[config.mk]
export PLATFORM = sky130hd
export DESIGN_NAME = ram_bubble_sorter_flat
export DESIGN_NICKNAME = d
export VERILOG_FILES = /design/src/rtl/sort_pkg.sv /design/src/rtl/ram_bubble_sorter_if.sv /design/src/rtl/sort_cmp.sv /design/src/rtl/ram_bubble_sorter.sv /design/src/flat_wrapper.sv
export SDC_FILE = /design/constraint.sdc
export NUM_CORES = 1
export LEC_CHECK = 0
export ABC_AREA = 1
export BUFFER_PORTS_ARGS = -buffer_cell sky130_fd_sc_hd__clkbuf_2
export CORE_MARGIN = 2
export CORE_UTILIZATION = 50
export DETAILED_ROUTE_END_ITERATION = 6
export PLACE_DENSITY = 0.77
export SYNTH_ARGS = -nofsm -noshare
export SYNTH_HDL_FRONTEND = slang
export SYNTH_SLANG_ARGS = --single-unit
[constraint.sdc]
create_clock -name clk -period 1.7 [get_ports clk]
set_clock_uncertainty 0.05 [all_clocks]
set_input_delay 0.255 -clock clk [delete_from_list [all_inputs] [get_ports clk]]
set_output_delay 0.255 -clock clk [all_outputs]
set_load 0.05 [all_outputs]
[src/rtl/sort_pkg.sv]
// Shared definitions for the RAM sort engines: default widths and FSM state encoding.
package sort_pkg;

    localparam int unsigned DefAddrWdth = 4;
    localparam int unsigned DefDataWdth = 32;

    typedef enum logic [2:0] {
        StIdle = 3'd0,
        StRdA  = 3'd1,
        StRdB  = 3'd2,
        StCmp  = 3'd3,
        StWrA  = 3'd4,
        StWrB  = 3'd5,
        StDone = 3'd6
    } sort_state_e;

endpackage

[src/rtl/ram_bubble_sorter_if.sv]
// Single-port synchronous-read RAM port; the sorter is the master, the RAM the slave.
interface ram_bubble_sorter_if
    import sort_pkg::*;
#(
    parameter int unsigned ADDR_WDTH = DefAddrWdth,
    parameter int unsigned DATA_WDTH = DefDataWdth
);
    logic                 mem_rd_enable;
    logic                 mem_wr_enable;
    logic [ADDR_WDTH-1:0] mem_address;
    logic [DATA_WDTH-1:0] mem_wr_data;
    logic [DATA_WDTH-1:0] mem_rd_data;

    modport master (
        output mem_rd_enable,
        output mem_wr_enable,
        output mem_address,
        output mem_wr_data,
        input  mem_rd_data
    );

    modport slave (
        input  mem_rd_enable,
        input  mem_wr_enable,
        input  mem_address,
        input  mem_wr_data,
        output mem_rd_data
    );
endinterface

[src/rtl/sort_cmp.sv]
// Unsigned magnitude compare: gt is high when a is strictly greater than b.
module sort_cmp #(
    parameter int unsigned DATA_WDTH = 32
) (
    input  logic [DATA_WDTH-1:0] a,
    input  logic [DATA_WDTH-1:0] b,
    output logic                 gt
);
    assign gt = (a > b);
endmodule

[src/rtl/ram_bubble_sorter.sv]
// In-place ascending bubble sort of a sync-read RAM, with early exit on a swap-free pass.
module ram_bubble_sorter
    import sort_pkg::*;
#(
    parameter int unsigned ADDR_WDTH = DefAddrWdth,
    parameter int unsigned DATA_WDTH = DefDataWdth
) (
    input  logic                clk,
    input  logic                rst_n,
    input  logic                start,
    output logic                busy,
    output logic                done,
    ram_bubble_sorter_if.master mem
);
    localparam logic [ADDR_WDTH-1:0] OneIdx = {{(ADDR_WDTH-1){1'b0}}, 1'b1};

    sort_state_e          state_q, state_d;
    logic [ADDR_WDTH-1:0] idx_q, idx_d;
    logic [ADDR_WDTH-1:0] limit_q, limit_d;
    logic [DATA_WDTH-1:0] a_q, a_d;
    logic [DATA_WDTH-1:0] b_q, b_d;
    logic                 swapped_q, swapped_d;
    logic                 advance;
    logic                 a_gt_b;

    // a_q holds word[idx]; the read data in CMP is word[idx+1].
    sort_cmp #(
        .DATA_WDTH(DATA_WDTH)
    ) u_cmp (
        .a  (a_q),
        .b  (mem.mem_rd_data),
        .gt (a_gt_b)
    );

    // State and datapath registers, cleared asynchronously.
    always_ff @(posedge clk or negedge rst_n) begin
        if (!rst_n) begin
            state_q   <= StIdle;
            idx_q     <= '0;
            limit_q   <= '0;
            a_q       <= '0;
            b_q       <= '0;
            swapped_q <= 1'b0;
        end else begin
            state_q   <= state_d;
            idx_q     <= idx_d;
            limit_q   <= limit_d;
            a_q       <= a_d;
            b_q       <= b_d;
            swapped_q <= swapped_d;
        end
    end

    // Next-state logic and Moore decode of the RAM strobes and status outputs.
    always_comb begin
        state_d           = state_q;
        idx_d             = idx_q;
        limit_d           = limit_q;
        a_d               = a_q;
        b_d               = b_q;
        swapped_d         = swapped_q;
        advance           = 1'b0;
        busy              = 1'b0;
        done              = 1'b0;
        mem.mem_rd_enable = 1'b0;
        mem.mem_wr_enable = 1'b0;
        mem.mem_address   = '0;
        mem.mem_wr_data   = '0;

        unique case (state_q)
            StIdle: begin
                if (start) begin
                    idx_d     = '0;
                    limit_d   = '1;
                    swapped_d = 1'b0;
                    state_d   = StRdA;
                end
            end
            StRdA: begin
                busy              = 1'b1;
                mem.mem_rd_enable = 1'b1;
                mem.mem_address   = idx_q;
                state_d           = StRdB;
            end
            StRdB: begin
                busy              = 1'b1;
                mem.mem_rd_enable = 1'b1;
                mem.mem_address   = idx_q + OneIdx;
                a_d               = mem.mem_rd_data;
                state_d           = StCmp;
            end
            StCmp: begin
                busy = 1'b1;
                b_d  = mem.mem_rd_data;
                if (a_gt_b) begin
                    state_d = StWrA;
                end else begin
                    advance = 1'b1;
                end
            end
            StWrA: begin
                busy              = 1'b1;
                mem.mem_wr_enable = 1'b1;
                mem.mem_address   = idx_q;
                mem.mem_wr_data   = b_q;
                swapped_d         = 1'b1;
                state_d           = StWrB;
            end
            StWrB: begin
                busy              = 1'b1;
                mem.mem_wr_enable = 1'b1;
                mem.mem_address   = idx_q + OneIdx;
                mem.mem_wr_data   = a_q;
                advance           = 1'b1;
            end
            StDone: begin
                done    = 1'b1;
                state_d = StIdle;
            end
            default: begin
                state_d = StIdle;
            end
        endcase

        // Step to the next pair, or close the pass; swapped_q already includes a WR_A swap.
        if (advance) begin
            if (idx_q != limit_q - OneIdx) begin
                idx_d   = idx_q + OneIdx;
                state_d = StRdA;
            end else if (!swapped_q || (limit_q == OneIdx)) begin
                state_d = StDone;
            end else begin
                limit_d   = limit_q - OneIdx;
                idx_d     = '0;
                swapped_d = 1'b0;
                state_d   = StRdA;
            end
        end
    end
endmodule

[src/flat_wrapper.sv]
// flat-port wrapper written by rule: the top's interface ports become plain ports
module ram_bubble_sorter_flat import sort_pkg::*;
#(
    parameter int unsigned ADDR_WDTH = DefAddrWdth,
    parameter int unsigned DATA_WDTH = DefDataWdth
)
  (clk, rst_n, start, busy, done, mem_mem_rd_enable, mem_mem_wr_enable, mem_mem_address, mem_mem_wr_data, mem_mem_rd_data);
  ram_bubble_sorter_if #(.ADDR_WDTH(ADDR_WDTH), .DATA_WDTH(DATA_WDTH)) mem_i ();
  input  logic clk;
  input  logic rst_n;
  input  logic start;
  output logic busy;
  output logic done;
  output wire logic [$bits(mem_i.mem_rd_enable)-1:0] mem_mem_rd_enable;
  output wire logic [$bits(mem_i.mem_wr_enable)-1:0] mem_mem_wr_enable;
  output wire logic [$bits(mem_i.mem_address)-1:0] mem_mem_address;
  output wire logic [$bits(mem_i.mem_wr_data)-1:0] mem_mem_wr_data;
  input wire logic [$bits(mem_i.mem_rd_data)-1:0] mem_mem_rd_data;
  assign mem_mem_rd_enable = mem_i.mem_rd_enable;
  assign mem_mem_wr_enable = mem_i.mem_wr_enable;
  assign mem_mem_address = mem_i.mem_address;
  assign mem_mem_wr_data = mem_i.mem_wr_data;
  assign mem_i.mem_rd_data = mem_mem_rd_data;
  ram_bubble_sorter #(.ADDR_WDTH(ADDR_WDTH), .DATA_WDTH(DATA_WDTH)) u_core (.clk(clk), .rst_n(rst_n), .start(start), .busy(busy), .done(done), .mem(mem_i));
endmodule
==> impl_metrics.toml <==
[synth]
seq_area_frac_synth_pct = 43.79
synth.distinct_cells = 31
synthFlopType = "dfrtp_1"
syn-num-nets = 599
synth-edff-count = 0
yosysWarningCount = 0
synth_area_um2 = 4343
synth-seq-cells = 76
async_flop_share_pct = 100.0
synthCells = 529
synth_area_per_cell_um2 = 8.210

[status]
run_status = "finished, violations left"
violations = "setup timing"

[power_and_ir_drop]
p_seq_share_pct = 23.7
power.share.clock_pct = 10.3
irDropWorstVdd_mv = 0.9562
p_int_w = 0.007827
combPwrFrac_pct = 66.1
sw_frac_of_total_pct = 47.42
switching_power_w = 0.007057
p_leak_nw = 3.763
power_density_nw_per_um2 = 2006

[detailed_routing]
drc_errors = 0
viasPerCell = 6.168
routed_wl_um = 18650
firstDrtPassIters = 6
first_iter_violations = 402
ant_nets = 0
via_count = 5076
wl_per_cell_um = 22.66

[global_routing]
grt_pass1_wl_um = 20600
antenna_found_initial = 0
grt_max_degree = 49
grt_util_all_layers_pct = 26.69
overflow = 0
grt_pass1_vias = 4476

[worst_setup_path]
slowest_delay_ps = 430
path_buf_inv = 2
worstPathArrival_ps = 2560
path_class = "register to register"
cp.depth = 19
critPathSlowestCell = "dfrtp_1"
cp-end-kind = "register"
cp_common_cell = "nand2_1"
r2r_cells = 19
worst_setup_path_start_kind = "register"
path_max_fanout = 5
cpLargestDelayFamily = "simple AND/OR/NAND/NOR gates"
cp.required_ps = 1900
worstPathCellList = "inv_1 > ha_1 > inv_1 > nand2_2 > nand2_2 > nand2_1 > nand2_1 > nand2_1 > nand2_1 > nand2_1 > nand2_1 > nand2_1 > nand2_1 > nand2_2 > nand2_8 > nand2_8 > nand2_1 > nand2_1 > nand2_1"

[floorplanning]
initial_core_util_pct = 52.33
die_area_um2 = 9447
fp.dieW_um = 97.20
row_count = 33
io-pin-count = 75
design.core.area_um2 = 8299
die_h_um = 97.20

[layout]
antenna_cells = 0
area_delta_synth_final_pct = 70.84
final_area_um2 = 7420
fin_nets = 783
layout-drive-gt1-share_pct = 46.94
final_util_pct = 89.40
instances_no_fill = 823

[place]
io_buffers = 74
place_congestion = 0.8521
placed_area_um2 = 5883
dp.cells = 775
dp_hpwl_um = 7989

[hold_path]
worstHoldPathCells = 3
hp-class = "input pin to register"

[sta]
setup_viol = 66
finalSetupTns_ps = -21180
min_period_ps = 2364
fin_ws_ps = -663.5
period_share_pct = 139.0
rsz0062_at_grt = "true"
maxSlewHeadroom_pct = 73.85
clock.fmax_mhz = 423.1
slew_violations = 0
worst_pin_slew_ps = 388.2
hold_viol = 0

[clock_network]
cts.clk_slew.worst_paths_ps = 100
root_buffer = "clkbuf_8"
clock-sinks = 76
clk_path_buf_depth = 2
cts_tree = "yes"
numCtsBuffers = 9
htreeDepth = 3
clock_latency_ps = 380

[job]
drv_cap = 0
==> cell families after synthesis <==
group / share of synthesized area, %
adder cells (fa/ha/maj): 10.08
AND/OR/NAND/NOR: 18.29
buffers and inverters: 7.404
AO/OA/AOI/OAI: 19.04
flip-flops: 43.79
XOR/XNOR: 1.383
==> synth_stat cells (2+ instances only) <==
| master | instances | area [um2] |
|---|---|---|
| a21oi_1 | 17 | 85.08 |
| a22o_1 | 31 | 271.5 |
| buf_2 | 6 | 30.03 |
| clkbuf_1 | 12 | 45.04 |
| dfrtp_1 | 76 | 1902 |
| ha_1 | 35 | 437.9 |
| inv_1 | 54 | 202.7 |
| inv_2 | 7 | 26.28 |
| nand2_1 | 150 | 563.0 |
| nand2_2 | 2 | 12.51 |
| nand3_1 | 10 | 50.05 |
| nand4_1 | 3 | 18.77 |
| nor2_1 | 21 | 78.83 |
| nor2_2 | 2 | 12.51 |
| nor3_2 | 2 | 20.02 |
| o21a_1 | 2 | 15.01 |
| o21ai_0 | 75 | 375.4 |
| o21ai_1 | 3 | 15.01 |
| o21ai_2 | 4 | 35.03 |
| o31ai_1 | 2 | 15.01 |
| xor2_1 | 5 | 43.79 |
==> layout make-up <==
cell class | count | area [um2]
Clock buffer | 12 | 155.1
Tap cell | 105 | 131.4
Multi-Input combinational cell | 374 | 2904
Fill cell | 330 | 879.6
Clock inverter | 4 | 47.55
Timing Repair Buffer | 190 | 2023
Inverter | 62 | 255.2
Sequential cell | 76 | 1903
==> worst paths after layout <==
path	start	to	slack, ps
setup / recovery	u_core.a_q[0]$_DFFE_PN0P_	u_core.limit_q[2]$_DFF_PN0_	-660
hold / removal	mem_mem_rd_data[2]	u_core.b_q[2]$_DFFE_PN0N_	120
setup reg to reg	u_core.a_q[0]$_DFFE_PN0P_	u_core.limit_q[2]$_DFF_PN0_	-660
hold reg to reg	u_core.b_q[26]$_DFFE_PN0N_	u_core.b_q[26]$_DFFE_PN0N_	470
max in group asynchronous	rst_n	u_core.b_q[13]$_DFFE_PN0N_	720
min in group asynchronous	rst_n	u_core.b_q[4]$_DFFE_PN0N_	280
==> metal layers <==
metal,part of all wire (%),global-route usage (%)
met5,0,0
met4,7.5,9.426
met3,8.7,4.892
met2,49,47.92
met1,35,32.01
==> per-stage QoR <==
stage	hold slack (ps)	setup WS [ps]	power, W
global route	148.3	-719.9	0.01553
detailed placement	149.0	-319.3	0.009835
floorplan	-90.59	-262.2	0.007005
global placement	145.3	-274.2	0.009545
CTS	112.8	-316.4	0.01189
finish	118.7	-663.5	0.01488
==> power groups by stage <==
stage	clock network (W)	registers, W	logic [W]
after floorplan	0	0.00318	0.00382
after global placement	0	0.00316	0.00638
after detailed placement	0	0.00323	0.00660
after CTS	0.00146	0.00323	0.00719
after global routing	0.00158	0.00356	0.0104
final	0.00153	0.00352	0.00983
==> worst register-to-register path, delay by kind of cell, from the launching register on <==
family / cells / cell delay [ps]
AND/OR/NAND/NOR: 16 / 1440
flip-flops: 1 / 430
buffers and inverters: 2 / 150
adder cells (fa/ha/maj): 1 / 150
==> sequential cells by signal (all words and copies together), names as in the netlist <==
signal	cells
u_core.idx_q	4
u_core.limit_q	4
u_core.a_q	32
u_core.state_q	3
u_core.swapped_q	1
u_core.b_q	32
==> what timing repair did <==
action | in CTS | in global routing
pin swaps | 1 | 30
cloned | 1 | 10
gates resized for setup | 63 | 156
setup buffers | 7 | 16
hold endpoints to repair | 23 | 0
hold buffers | 1 | 0
endpoints found under the setup margin | 50 | 71
==> layout by cell type (no fill, tap or decap), drive strengths merged <==
cell type      n
a22o          31
nand3         11
o21a           2
o21ai         82
nand2        155
o31ai          2
buf          150
inv           62
and2           1
nor2          23
clkinv         2
bufinv         1
a21boi         1
nor3           3
or2            1
nand4          3
clkbuf        51
a21oi         17
clkinvlp       1
ha            35
dfrtp         76
xor2           6
dlygate4sd3    1
a21o           1
Power figures use the tool's default switching activity.
